**config.mk**
```make
export PLATFORM = sky130hd
export DESIGN_NAME = cpu_multicycle_control_flat
export DESIGN_NICKNAME = d
export VERILOG_FILES = /design/src/rtl/cpu_multicycle_control_if.sv /design/src/rtl/cpu_multicycle_control.sv /design/src/flat_wrapper.sv
export SDC_FILE = /design/constraint.sdc
export NUM_CORES = 1
export LEC_CHECK = 0
export BUFFER_PORTS_ARGS = -buffer_cell sky130_fd_sc_hd__buf_4
export CELL_PAD_IN_SITES_DETAIL_PLACEMENT = 1
export CELL_PAD_IN_SITES_GLOBAL_PLACEMENT = 1
export CORE_MARGIN = 3
export CORE_UTILIZATION = 34
export DETAILED_ROUTE_END_ITERATION = 8
export GPL_TIMING_DRIVEN = 0
export PLACE_DENSITY_LB_ADDON = 0.1
export SLEW_MARGIN = 20
export SYNTH_ARGS = -nofsm -noshare
export SYNTH_HDL_FRONTEND = slang
export SYNTH_SLANG_ARGS = --single-unit
export TNS_END_PERCENT = 100
```
**constraint.sdc**
```tcl
create_clock -name clk -period 4.5 [get_ports clk]
set_input_delay 1.125 -clock clk [delete_from_list [all_inputs] [get_ports clk]]
set_output_delay 1.125 -clock clk [all_outputs]
set_load 0.1 [all_outputs]
```
**src/rtl/cpu_multicycle_control_if.sv**
```systemverilog
// Control-side bundle of the lab CPU: imem/dmem handshakes plus datapath strobes.
// master = control FSM, slave = datapath / memory side.
interface cpu_multicycle_control_if;
    logic        instr_valid;
    logic        instr_ready;
    logic [31:0] instr;
    logic        dmem_ready;
    logic        alu_zero;
    logic        ir_we;
    logic        pc_we;
    logic [1:0]  pc_src;
    logic [1:0]  alu_src_b;
    logic [2:0]  alu_op;
    logic        dmem_re;
    logic        dmem_we;
    logic        reg_we;
    logic [1:0]  reg_dst;
    logic [1:0]  wb_src;

    modport master (
        input  instr_valid, instr, dmem_ready, alu_zero,
        output instr_ready, ir_we, pc_we, pc_src, alu_src_b, alu_op,
               dmem_re, dmem_we, reg_we, reg_dst, wb_src
    );

    modport slave (
        output instr_valid, instr, dmem_ready, alu_zero,
        input  instr_ready, ir_we, pc_we, pc_src, alu_src_b, alu_op,
               dmem_re, dmem_we, reg_we, reg_dst, wb_src
    );
endinterface

```
**src/rtl/cpu_multicycle_control.sv**
```systemverilog
// Multi-cycle control FSM (FETCH/DECODE/EXEC/MEM/WB/HALT) for the lab CPU.
// Optional CTRL_PERF_CNT_EN adds retired/cycles performance counters.
module cpu_multicycle_control #(
    parameter int STALL_LIMIT = 15,
    parameter int CNT_W       = 4
) (
    input  logic                           clk,
    input  logic                           rst_n,
    cpu_multicycle_control_if.master       bus,
    output logic                           illegal,
    output logic                           timeout,
`ifdef CTRL_PERF_CNT_EN
    output logic [31:0]                    retired,
    output logic [31:0]                    cycles,
`endif
    output logic [2:0]                     state
);

    typedef enum logic [2:0] {
        S_FETCH  = 3'd0,
        S_DECODE = 3'd1,
        S_EXEC   = 3'd2,
        S_MEM    = 3'd3,
        S_WB     = 3'd4,
        S_HALT   = 3'd7
    } state_t;

    state_t           state_reg, state_next;
    logic [31:0]      ir_reg;
    logic [CNT_W-1:0] stall_cnt_reg, stall_cnt_next;
    logic             illegal_reg, illegal_next;
    logic             timeout_reg, timeout_next;

    logic [5:0] op;
    logic [5:0] fn;
    logic is_rtype, is_add, is_sub, is_slt, is_jr;
    logic is_lw, is_sw, is_j, is_jal, is_bne, is_xori, is_alu_r, is_legal;

    assign op       = ir_reg[31:26];
    assign fn       = ir_reg[5:0];
    assign is_rtype = (op == 6'h00);
    assign is_add   = is_rtype && (fn == 6'h20);
    assign is_sub   = is_rtype && (fn == 6'h22);
    assign is_slt   = is_rtype && (fn == 6'h2A);
    assign is_jr    = is_rtype && (fn == 6'h08);
    assign is_lw    = (op == 6'h23);
    assign is_sw    = (op == 6'h2B);
    assign is_j     = (op == 6'h02);
    assign is_jal   = (op == 6'h03);
    assign is_bne   = (op == 6'h05);
    assign is_xori  = (op == 6'h0E);
    assign is_alu_r = is_add || is_sub || is_slt;
    assign is_legal = is_alu_r || is_jr || is_lw || is_sw || is_j || is_jal
                      || is_bne || is_xori;

    // Raw strobes before reset gating
    logic       instr_ready_c, ir_we_c, pc_we_c, dmem_re_c, dmem_we_c, reg_we_c;
    logic [1:0] pc_src_c, alu_src_b_c, reg_dst_c, wb_src_c;
    logic [2:0] alu_op_c;

    always_ff @(posedge clk) begin
        if (!rst_n) begin
            state_reg     <= S_FETCH;
            ir_reg        <= '0;
            stall_cnt_reg <= '0;
            illegal_reg   <= 1'b0;
            timeout_reg   <= 1'b0;
        end else begin
            state_reg     <= state_next;
            stall_cnt_reg <= stall_cnt_next;
            illegal_reg   <= illegal_next;
            timeout_reg   <= timeout_next;
            if (ir_we_c) begin
                ir_reg <= bus.instr;
            end
        end
    end

    always_comb begin
        state_next     = state_reg;
        stall_cnt_next = '0;
        illegal_next   = illegal_reg;
        timeout_next   = timeout_reg;
        instr_ready_c  = 1'b0;
        ir_we_c        = 1'b0;
        pc_we_c        = 1'b0;
        dmem_re_c      = 1'b0;
        dmem_we_c      = 1'b0;
        reg_we_c       = 1'b0;
        pc_src_c       = 2'd0;
        alu_src_b_c    = 2'd0;
        reg_dst_c      = 2'd0;
        wb_src_c       = 2'd0;
        alu_op_c       = 3'd0;

        unique case (state_reg)
            S_FETCH: begin
                instr_ready_c = 1'b1;
                if (bus.instr_valid) begin
                    ir_we_c    = 1'b1;
                    pc_we_c    = 1'b1;
                    state_next = S_DECODE;
                end
            end
            S_DECODE: begin
                if (is_j || is_jal) begin
                    pc_we_c    = 1'b1;
                    pc_src_c   = 2'd2;
                    state_next = S_FETCH;
                    if (is_jal) begin
                        reg_we_c  = 1'b1;
                        reg_dst_c = 2'd2;
                        wb_src_c  = 2'd2;
                    end
                end else if (is_jr) begin
                    pc_we_c    = 1'b1;
                    pc_src_c   = 2'd3;
                    state_next = S_FETCH;
                end else if (is_legal) begin
                    state_next = S_EXEC;
                end else begin
                    illegal_next = 1'b1;
                    state_next   = S_HALT;
                end
            end
            S_EXEC: begin
                if (is_alu_r) begin
                    alu_op_c   = is_sub ? 3'd1 : (is_slt ? 3'd3 : 3'd0);
                    state_next = S_WB;
                end else if (is_xori) begin
                    alu_src_b_c = 2'd2;
                    alu_op_c    = 3'd2;
                    state_next  = S_WB;
                end else if (is_lw || is_sw) begin
                    alu_src_b_c = 2'd1;
                    state_next  = S_MEM;
                end else begin
                    // Only BNE can reach EXEC otherwise
                    alu_op_c   = 3'd1;
                    pc_we_c    = !bus.alu_zero;
                    pc_src_c   = 2'd1;
                    state_next = S_FETCH;
                end
            end
            S_MEM: begin
                dmem_re_c = is_lw;
                dmem_we_c = is_sw;
                if (bus.dmem_ready) begin
                    state_next = is_lw ? S_WB : S_FETCH;
                end else begin
                    stall_cnt_next = stall_cnt_reg + 1'b1;
                    // Completion in the limit cycle takes priority over timeout
                    if (stall_cnt_reg == CNT_W'(STALL_LIMIT - 1)) begin
                        timeout_next = 1'b1;
                        state_next   = S_HALT;
                    end
                end
            end
            S_WB: begin
                reg_we_c   = 1'b1;
                state_next = S_FETCH;
                if (is_lw) begin
                    reg_dst_c = 2'd1;
                    wb_src_c  = 2'd1;
                end else if (is_xori) begin
                    reg_dst_c = 2'd1;
                end
            end
            default: begin
                state_next = S_HALT;
            end
        endcase
    end

    assign bus.instr_ready = instr_ready_c && rst_n;
    assign bus.ir_we       = ir_we_c && rst_n;
    assign bus.pc_we       = pc_we_c && rst_n;
    assign bus.dmem_re     = dmem_re_c && rst_n;
    assign bus.dmem_we     = dmem_we_c && rst_n;
    assign bus.reg_we      = reg_we_c && rst_n;
    assign bus.pc_src      = pc_src_c;
    assign bus.alu_src_b   = alu_src_b_c;
    assign bus.alu_op      = alu_op_c;
    assign bus.reg_dst     = reg_dst_c;
    assign bus.wb_src      = wb_src_c;

    assign illegal = illegal_reg;
    assign timeout = timeout_reg;
    assign state   = state_reg;

`ifdef CTRL_PERF_CNT_EN
    logic [31:0] retired_reg;
    logic [31:0] cycles_reg;

    always_ff @(posedge clk) begin
        if (!rst_n) begin
            retired_reg <= '0;
            cycles_reg  <= '0;
        end else begin
            cycles_reg <= cycles_reg + 32'd1;
            if ((state_reg != S_FETCH) && (state_next == S_FETCH)) begin
                retired_reg <= retired_reg + 32'd1;
            end
        end
    end

    assign retired = retired_reg;
    assign cycles  = cycles_reg;
`endif

endmodule
```
**src/flat_wrapper.sv**
```systemverilog
// flat-port wrapper written by rule: the top's interface ports become plain ports
module cpu_multicycle_control_flat 
#(
    parameter int STALL_LIMIT = 15,
    parameter int CNT_W       = 4
)
  (clk, rst_n, illegal, timeout, state, bus_instr_valid, bus_instr, bus_dmem_ready, bus_alu_zero, bus_instr_ready, bus_ir_we, bus_pc_we, bus_pc_src, bus_alu_src_b, bus_alu_op, bus_dmem_re, bus_dmem_we, bus_reg_we, bus_reg_dst, bus_wb_src);
  cpu_multicycle_control_if bus_i ();
  input  logic clk;
  input  logic rst_n;
  output logic illegal;
  output logic timeout;
  output logic [2:0] state;
  input wire logic [$bits(bus_i.instr_valid)-1:0] bus_instr_valid;
  input wire logic [$bits(bus_i.instr)-1:0] bus_instr;
  input wire logic [$bits(bus_i.dmem_ready)-1:0] bus_dmem_ready;
  input wire logic [$bits(bus_i.alu_zero)-1:0] bus_alu_zero;
  output wire logic [$bits(bus_i.instr_ready)-1:0] bus_instr_ready;
  output wire logic [$bits(bus_i.ir_we)-1:0] bus_ir_we;
  output wire logic [$bits(bus_i.pc_we)-1:0] bus_pc_we;
  output wire logic [$bits(bus_i.pc_src)-1:0] bus_pc_src;
  output wire logic [$bits(bus_i.alu_src_b)-1:0] bus_alu_src_b;
  output wire logic [$bits(bus_i.alu_op)-1:0] bus_alu_op;
  output wire logic [$bits(bus_i.dmem_re)-1:0] bus_dmem_re;
  output wire logic [$bits(bus_i.dmem_we)-1:0] bus_dmem_we;
  output wire logic [$bits(bus_i.reg_we)-1:0] bus_reg_we;
  output wire logic [$bits(bus_i.reg_dst)-1:0] bus_reg_dst;
  output wire logic [$bits(bus_i.wb_src)-1:0] bus_wb_src;
  assign bus_i.instr_valid = bus_instr_valid;
  assign bus_i.instr = bus_instr;
  assign bus_i.dmem_ready = bus_dmem_ready;
  assign bus_i.alu_zero = bus_alu_zero;
  assign bus_instr_ready = bus_i.instr_ready;
  assign bus_ir_we = bus_i.ir_we;
  assign bus_pc_we = bus_i.pc_we;
  assign bus_pc_src = bus_i.pc_src;
  assign bus_alu_src_b = bus_i.alu_src_b;
  assign bus_alu_op = bus_i.alu_op;
  assign bus_dmem_re = bus_i.dmem_re;
  assign bus_dmem_we = bus_i.dmem_we;
  assign bus_reg_we = bus_i.reg_we;
  assign bus_reg_dst = bus_i.reg_dst;
  assign bus_wb_src = bus_i.wb_src;
  cpu_multicycle_control #(.STALL_LIMIT(STALL_LIMIT), .CNT_W(CNT_W)) u_core (.clk(clk), .rst_n(rst_n), .bus(bus_i), .illegal(illegal), .timeout(timeout), .state(state));
endmodule
```
== Word-level counts from Yosys, hierarchy flattened ==
Index checks and enable logic that the tools add are counted.
Storage, ports and cells
  latch bits: 0
  bits in writable memories: 0
  memories: 0
  logic and storage cells: 105
  memory bits (read-only): 0
  flip-flop bits (word level): 41
Operators by class
  add/sub/neg operators: 1
  bitwise logic cells: 6
  multipliers: 0
  shift-type cells: 0
  eq/ne operators: 17
  reductions and logical operators: 28
  muxes and demuxes: 48
  $lt $le $gt $ge: 0
  div/mod/pow operators: 0
Operators with widths (number)
  $mux 3: 13
  $eq 6x6->1 const B: 5
  $mux 2: 12
  $mux 1: 17
  $pmux 3 s5: 1
  $eq 6x2->1 const B: 2
  $eq 6x4->1 const B: 2
  $pmux 2 s2: 3
  $logic_or 1x1->1: 11
  $logic_and 1x1->1: 10
  $eq 3x2->1 const B: 2
  $eq 6x3->1 const B: 1
  $logic_not 6->1: 1
  $not 1->1: 6
  $add 4x1->4 const B: 1
  $eq 4x4->1 const B: 1
  $reduce_and 4->1: 1
  $eq 3x1->1 const B: 1
  $eq 3x3->1 const B: 1
  $logic_not 3->1: 1
  $ne 3x2->1 const B: 1
  $pmux 1 s3: 1
  $reduce_and 3->1: 1
  $reduce_or 3->1: 1
  other kinds (4): 4

== Logic depth before layout (Yosys ltp) ==
Gate-level depths: netlist of run 1.
  depth after elaboration: 15
  gate-level depth with buffers: 6
  depth with buffers taken out: 6

== Worst setup path before layout of run 1 ==
Ideal clock, no wire load.
  kind: reg2out
  start point: reg u_core.state_reg[0] (netlist: u_core.state[0])
  end point: out bus_reg_we
  arrival: 4332 ps
  buffers on the path: 1
  stages on the path, launching flop included: 7
  data required time: 3375 ps
  setup slack: -957 ps
  cell sequence: dfxtp_1 -> buf_4 -> nor3b_2 -> nand2_1 -> nor2_1 -> a21oi_1 -> nor2_1
On the way
  longest elaborated chain between the ends: 3
  elaborated cells on any way between the ends: 4
  those cells by class: eq/ne (2); mux (1); reduce/logical (1)
RTL lines
  start, declared: RTL line cpu_multicycle_control.sv:28  | state_t state_reg, state_next;
  start signal, assigned: RTL line cpu_multicycle_control.sv:69  | state_reg <= state_next;
  $eq 3x3->1 / $eq 3x1->1 (equally long branches): RTL line cpu_multicycle_control.sv:96  | unique case (state_reg)
  $pmux 1 s2 *: RTL line cpu_multicycle_control.sv:96
  $logic_and 1x1->1 *: RTL line cpu_multicycle_control.sv:180  | assign bus.reg_we = reg_we_c && rst_n;
  end, declared: RTL line flat_wrapper.sv:26  | output wire logic [$bits(bus_i.reg_we)-1:0] bus_reg_we;
Mark *: on every way between the ends. The rest lies on a longest branch, timed or not.

== Final worst setup path of run 1 ==
  start point: in rst_n
  end point: out bus_reg_we
On the way
  longest elaborated chain between the ends: 1
RTL lines
  start, declared: RTL line flat_wrapper.sv:10  | input logic rst_n;
  $logic_and 1x1->1: RTL line cpu_multicycle_control.sv:180
Every way passes these cells.

==> impl_metrics.ini, run 1 <==
[status]
outcome = completed

[placement]
io_buffers = 37
placedCellCount = 241
gp_congestion = 0.7947
dp_hpwl_um = 2740

[grt]
grt_busiest_layer = met2
met3_usage_pct = 1.709
antenna_found_initial = 0
track_usage_pct = 17.03
overflow = 0
grt_pass1_wl_um = 5865
grt_max_degree = 13
use_met2_pct = 29.66
grt_pass1_vias = 1315
use_met1_pct = 22.11

[sta]
period_needed_ns = 3.312
fin_setup_tns_ns = 0
hold_slack_ns = 0.4811
tightest_slew_ns = 0.5132
fin_crit_sh_pct = 73.59
rsz0062_at_grt = no
finalClockSkew_ns = 0.001691
hold_viol = 0
slew_violations = 0
relSlewSlack_pct = 65.79
setup_violations = 0
timing.fmax_mhz = 302.0

[die]
fp.dieW_um = 65.75
io_pins = 59
dieArea_um2 = 4322
core_area_um2 = 3390
start_util_pct = 35.81
rows = 21
fp.dieH_um = 65.75

[clock_network]
cts_tree = built
cts.htree.levels = 1
clockRootBuffer = clkbuf_4
clk_pin_slew_ns = 0.12
clock_latency_ns = 0.30
post_cts_resized = 0
cts_setup_buffers = 0
numCtsBuffers = 3
hold_buffers = 0
cts_buffer_depth = 2
cts.sinks = 21

[drt]
drc = 0
vias = 1244
first_pass_iters = 4
totalWireLength_um = 3414
routed_via_density = 5.078
wl_per_cell_um = 13.93
drt.antenna.violating_nets = 0
first_iter_violations = 49

[critical_path]
r2r-start = u_core.ir_reg[26]$_SDFFE_PN0P_
cp_top_family = buffers and inverters
slowest_delay_ns = 0.43
critPathRequiredTime_ns = 3.38
path_buf_inv = 4
r2r_end = u_core.state[2]$_SDFFE_PN0P_
worstPathArrival_ns = 2.19
worstPathMaxFanout = 10
endpoint_kind = primary output
path_cells = buf_4 > inv_1 > clkbuf_1 > nor2_2 > buf_4
cp_slowest_cell = clkbuf_1
ff2ff_path_depth = 5
r2r_setup_slack_ns = 2.71
startpoint_type = primary input
crit_path_frequent_cell = buf_4
worstSetupPathType = in -> out

[yosys]
synth.yosys.seq_area_share_pct = 34.64
ys_seq_elements = 21
post_synth_num_cell_types = 43
syn_inst = 158
netlist.area_leader.share_pct = 34.64
syn_nets = 197
ys_dominant_reg_cell = dfxtp_1
synth_warnings = 0
synth.avg_cell_area_um2 = 7.681
async_flop_share_pct = 0
synth_edf_count = 0
yosys.area.top_type = dfxtp_1
netlist_top_cells_area = dfxtp_1 (35%), nand2_1 (10%), a21oi_1 (7.4%)
synth_most_common_cell = nand2_1
syn-cell-area_um2 = 1214
synth_commonest_cells = nand2_1 (33), dfxtp_1 (21), a21oi_1 (18)

[layout]
utilization_pct = 47.29
final_cells = 245
nNetsFinal = 239
largest_reg_flops = 12
drive_gt1_share_pct = 32.16
diodes = 0
syn2layout_area_growth_pct = 32.06

[pwr]
power.leakage_nw = 0.6689
total_power_uw = 904.0
peakVddDrop_uv = 187.7
powerDensity_nw_per_um2 = 564.0

[job]
maxCapViolations = 0

[worst_hold_path]
hold_path_end = u_core.illegal$_SDFFE_PN0P_
whs_path_depth = 1
min_from = u_core.illegal$_SDFFE_PN0P_
hp-class = reg -> reg
==> report_power, final <==
part | leakage [nW] | internal [mW] | switching [mW]
Sequential | 0.171 | 0.221 | 0.0432
Clock | 0.0177 | 0.0331 | 0.0594
Combinational | 0.480 | 0.156 | 0.392
==> how the worst max path moves through the flow <==
stage	from	end	cells past startpoint
finish	rst_n	bus_reg_we	5
global route	rst_n	bus_reg_we	5
CTS	rst_n	bus_reg_we	5
detailed placement	rst_n	bus_reg_we	5
global placement	rst_n	bus_reg_we	5
floorplan	u_core.state[0]$_SDFFE_PN0P_	bus_reg_we	6
==> routing by layer <==
layer	up-vias	share of wire [%]
met5	-	0
met4	0	0.67
met3	2	4.1
met2	23	48
met1	593	48
li1	626	-
==> placed cells by master (no fill, tap or decap), types with 2 or more instances in the layout <==
cell / instances
a21o_1: 3
a21oi_1: 18
a31oi_1: 2
and2_1: 3
and3_1: 2
buf_2: 3
buf_4: 40
clkbuf_4: 3
dfxtp_1: 21
ha_1: 2
inv_1: 4
nand2_1: 33
nand2b_1: 2
nand3_1: 7
nand4_1: 3
nor2_1: 13
nor2_2: 2
nor3_1: 6
nor3_2: 4
o21ai_1: 2
==> per-stage QoR <==
stage | cell area [um^2] | worst slack, ns
2_1_floorplan | 1240 | -0.05388
3_3_place_gp | 1575 | 1.184
3_5_place_dp | 1575 | 1.150
4_1_cts | 1603 | 1.153
5_1_grt | 1603 | 1.106
6_report | 1603 | 1.188
==> layout make-up <==
class                           instances  area [um^2]
Clock inverter                          1        5.005
Clock buffer                            3        22.52
Multi-Input combinational cell        125        752.0
Timing Repair Buffer                   37        277.8
Inverter                                4        15.01
Buffer                                  8        52.55
Sequential cell                        21        420.4
Fill cell                             435         1787
Tap cell                               46        57.56
==> kinds of logic (layout without fill, tap and decap cells) <==
logic type | Yosys count | in the layout | share of synthesized area (%)
AO/OA/AOI/OAI | 33 | 33 | 17.73
other | 1 | 1 | 0.3090
buffers and inverters | 12 | 53 | 5.566
flip-flops | 21 | 21 | 34.64
XOR/XNOR | 2 | 2 | 1.444
adder cells (fa/ha/maj) | 2 | 2 | 2.062
AND/OR/NAND/NOR | 87 | 87 | 38.25
Note: power is estimated with default switching activity, not from simulation.
==> run 2, diff against run 1 <==
--- a/config.mk
+++ b/config.mk
@@ -5,11 +5,12 @@
 export SDC_FILE = /design/constraint.sdc
 export NUM_CORES = 1
 export LEC_CHECK = 0
+export ABC_AREA = 1
 export BUFFER_PORTS_ARGS = -buffer_cell sky130_fd_sc_hd__buf_4
 export CELL_PAD_IN_SITES_DETAIL_PLACEMENT = 1
 export CELL_PAD_IN_SITES_GLOBAL_PLACEMENT = 1
 export CORE_MARGIN = 3
-export CORE_UTILIZATION = 34
+export CORE_UTILIZATION = 30
 export DETAILED_ROUTE_END_ITERATION = 8
 export GPL_TIMING_DRIVEN = 0
 export PLACE_DENSITY_LB_ADDON = 0.1
==> constraint.sdc (replaced) <==
create_clock -name clk -period 3.5 [get_ports clk]
set_input_delay 0.875 -clock clk [delete_from_list [all_inputs] [get_ports clk]]
set_output_delay 0.875 -clock clk [all_outputs]
set_load 0.1 [all_outputs]
==> run 2 against run 1 <==
Non-clock buffer count down 3. Sequential power rose by 47%. Final area increased by 4.9%. Synthesized cell count grew 15%. Area after synthesis grew 0.10%. Clock power up 77%. Die area grew 12%. Critical path depth is 1 lower. First-iteration DRC count decreased by 37%. Sequential share of layout area fell by 1.0 points. Largest cell class unchanged. Largest power group unchanged. Highest routed layer unchanged.
==> impl_metrics.ini, run 2 <==
[clock_network]
cts_tree = built
numCtsBuffers = 3
clock_latency_ns = 0.26
cts_setup_buffers = 0
clockRootBuffer = clkbuf_8
cts.htree.levels = 1
clk_pin_slew_ns = 0.08
post_cts_resized = 0
hold_buffers = 0
cts.sinks = 21
cts_buffer_depth = 2

[layout]
syn2layout_area_growth_pct = 38.41
largest_reg_flops = 12
diodes = 0
fin_area_um2 = 1682
nNetsFinal = 263
drive_gt1_share_pct = 32.29
final_common_cell = buf_4
final_cells = 271
final_cell_mix = buf_4 (39), nor2_1 (34), nand2_1 (25), inv_1 (25), dfxtp_1 (18)

[yosys]
synth.yosys.seq_area_share_pct = 34.60
synth_most_common_cell = nor2_1
async_flop_share_pct = 0
synth.avg_cell_area_um2 = 6.675
syn_inst = 182
synth_edf_count = 0
ys_seq_elements = 21
syn_nets = 221
synth_commonest_cells = nor2_1 (35), inv_1 (25), nand2_1 (25)
yosys.area.top_type = dfxtp_1
netlist.area_leader.share_pct = 34.60
ys_dominant_reg_cell = dfxtp_1
syn-cell-area_um2 = 1215
netlist_top_cells_area = dfxtp_1 (35%), nor2_1 (11%), inv_1 (7.7%)
synth_warnings = 0
post_synth_num_cell_types = 30

[critical_path]
ff2ff_path_depth = 7
r2r_end = u_core.ir_reg[2]$_SDFFE_PN0P_
worstSetupPathType = in -> out
r2r_setup_slack_ns = 2.09
r2r-start = u_core.state[0]$_SDFFE_PN0P_
worstPathMaxFanout = 9
worstPathArrival_ns = 2.02
endpoint_kind = primary output
critPathRequiredTime_ns = 2.62
startpoint_type = primary input

[placement]
placedCellCount = 267
io_buffers = 37
dp_hpwl_um = 2906
placed_area_um2 = 1635
gp_congestion = 0.7346

[die]
start_util_pct = 32.22
fp.dieW_um = 69.64
rows = 22
dieArea_um2 = 4849
core_area_um2 = 3771
fp.dieH_um = 69.64
io_pins = 59

[drt]
drt.antenna.violating_nets = 0
first_pass_iters = 4
drc = 0
vias = 1280
wl_per_cell_um = 12.94
totalWireLength_um = 3508
routed_via_density = 4.723
first_iter_violations = 31

[sta]
fin_crit_sh_pct = 82.77
hold_viol = 0
finalClockSkew_ns = 0.006904
period_needed_ns = 2.897
slew_violations = 0
hold_slack_ns = 0.4635
rsz0062_at_grt = no
fin_setup_tns_ns = 0
setup_violations = 0
timing.fmax_mhz = 345.2

[worst_hold_path]
whs_path_depth = 2
min_from = u_core.illegal$_SDFFE_PN0P_
hold_path_end = u_core.illegal$_SDFFE_PN0P_
hp-class = reg -> reg

[status]
outcome = completed

[grt]
grt_max_degree = 13
track_usage_pct = 15.17
overflow = 0
antenna_found_initial = 0
grt_pass1_wl_um = 6092
grt_pass1_vias = 1320

[pwr]
powerDensity_nw_per_um2 = 899.2
power.leakage_nw = 0.8214
peakVddDrop_uv = 329.6

[job]
maxCapViolations = 0
==> run 2: cell types whose count changed after synthesis, sizes merged, moves of 4 or more <==
cell / before / now
inv: 4 / 26
a21oi: 18 / 14
o21ai: 3 / 14
nand3: 8 / 15
nor3: 10 / 3
nor2: 15 / 43
nand2: 34 / 28
==> run 2: how the worst max path moves through the flow <==
stage / startpoint / to / slack [ns] / cells past startpoint
finish: rst_n / bus_dmem_we / 0.60 / 4
global route: rst_n / bus_dmem_we / 0.49 / 4
CTS: rst_n / bus_dmem_we / 0.59 / 4
detailed placement: rst_n / bus_dmem_we / 0.59 / 4
global placement: rst_n / bus_dmem_we / 0.60 / 4
floorplan: bus_instr_valid / bus_ir_we / 0.09 / 5
==> run 2: logic make-up after synthesis <==
| group | Yosys count | synth area share, % |
|---|---|---|
| buffers and inverters | 32 | 11.22 |
| DFF | 21 | 34.60 |
| adders and majority gates | 2 | 2.059 |
| and+or+nand+nor | 93 | 36.25 |
| AOI/OAI and AO/OA | 31 | 14.11 |
| other | 1 | 0.3087 |
| xor gates and xnor gates | 2 | 1.442 |
==> run 2: power breakdown <==
group / leakage, nW / total, mW / switching, mW / internal, mW
combinational: 0.622 / 0.960 / 0.722 / 0.238
clock: 0.0255 / 0.164 / 0.0849 / 0.0795
sequential: 0.173 / 0.388 / 0.0727 / 0.315
total: 0.821 / 1.51 / 0.879 / 0.633
==> run 2: final cells by class <==
| class | count | area, um^2 |
|---|---|---|
| fillers | 508 | 2090 |
| multi-input cells | 129 | 737.0 |
| flip-flops and latches | 21 | 424.2 |
| repair buffers | 37 | 277.8 |
| inverters | 27 | 101.3 |
| well taps | 48 | 60.06 |
| clock buffers | 3 | 41.29 |
| plain buffers | 5 | 35.03 |
| clock inverters | 1 | 5.005 |
==> run 2: through the flow <==
| step | power, mW | utilization, % | setup slack, ns |
|---|---|---|---|
| after floorplan | 1.156 | - | 0.08768 |
| after global placement | 1.334 | 43.36 | 0.5994 |
| after detailed placement | 1.359 | 43.36 | 0.5933 |
| after CTS | 1.525 | 44.59 | 0.5929 |
| after global routing | 1.627 | 44.59 | 0.4868 |
| final | 1.512 | 44.59 | 0.6030 |
==> run 2: metal layers <==
metal	track usage [%]	share of wire, %	up-vias
li1	-	-	661
met1	20.51	47	583
met2	24.68	46	32
met3	2.609	5.8	4
met4	4.468	0.80	0
met5	0	0	-
==> run 2: worst max-delay path: stages <==
cell	delay, ns
buf_4	0.12
clkinv_1	0.34
nor4_4	0.35
buf_4	0.33
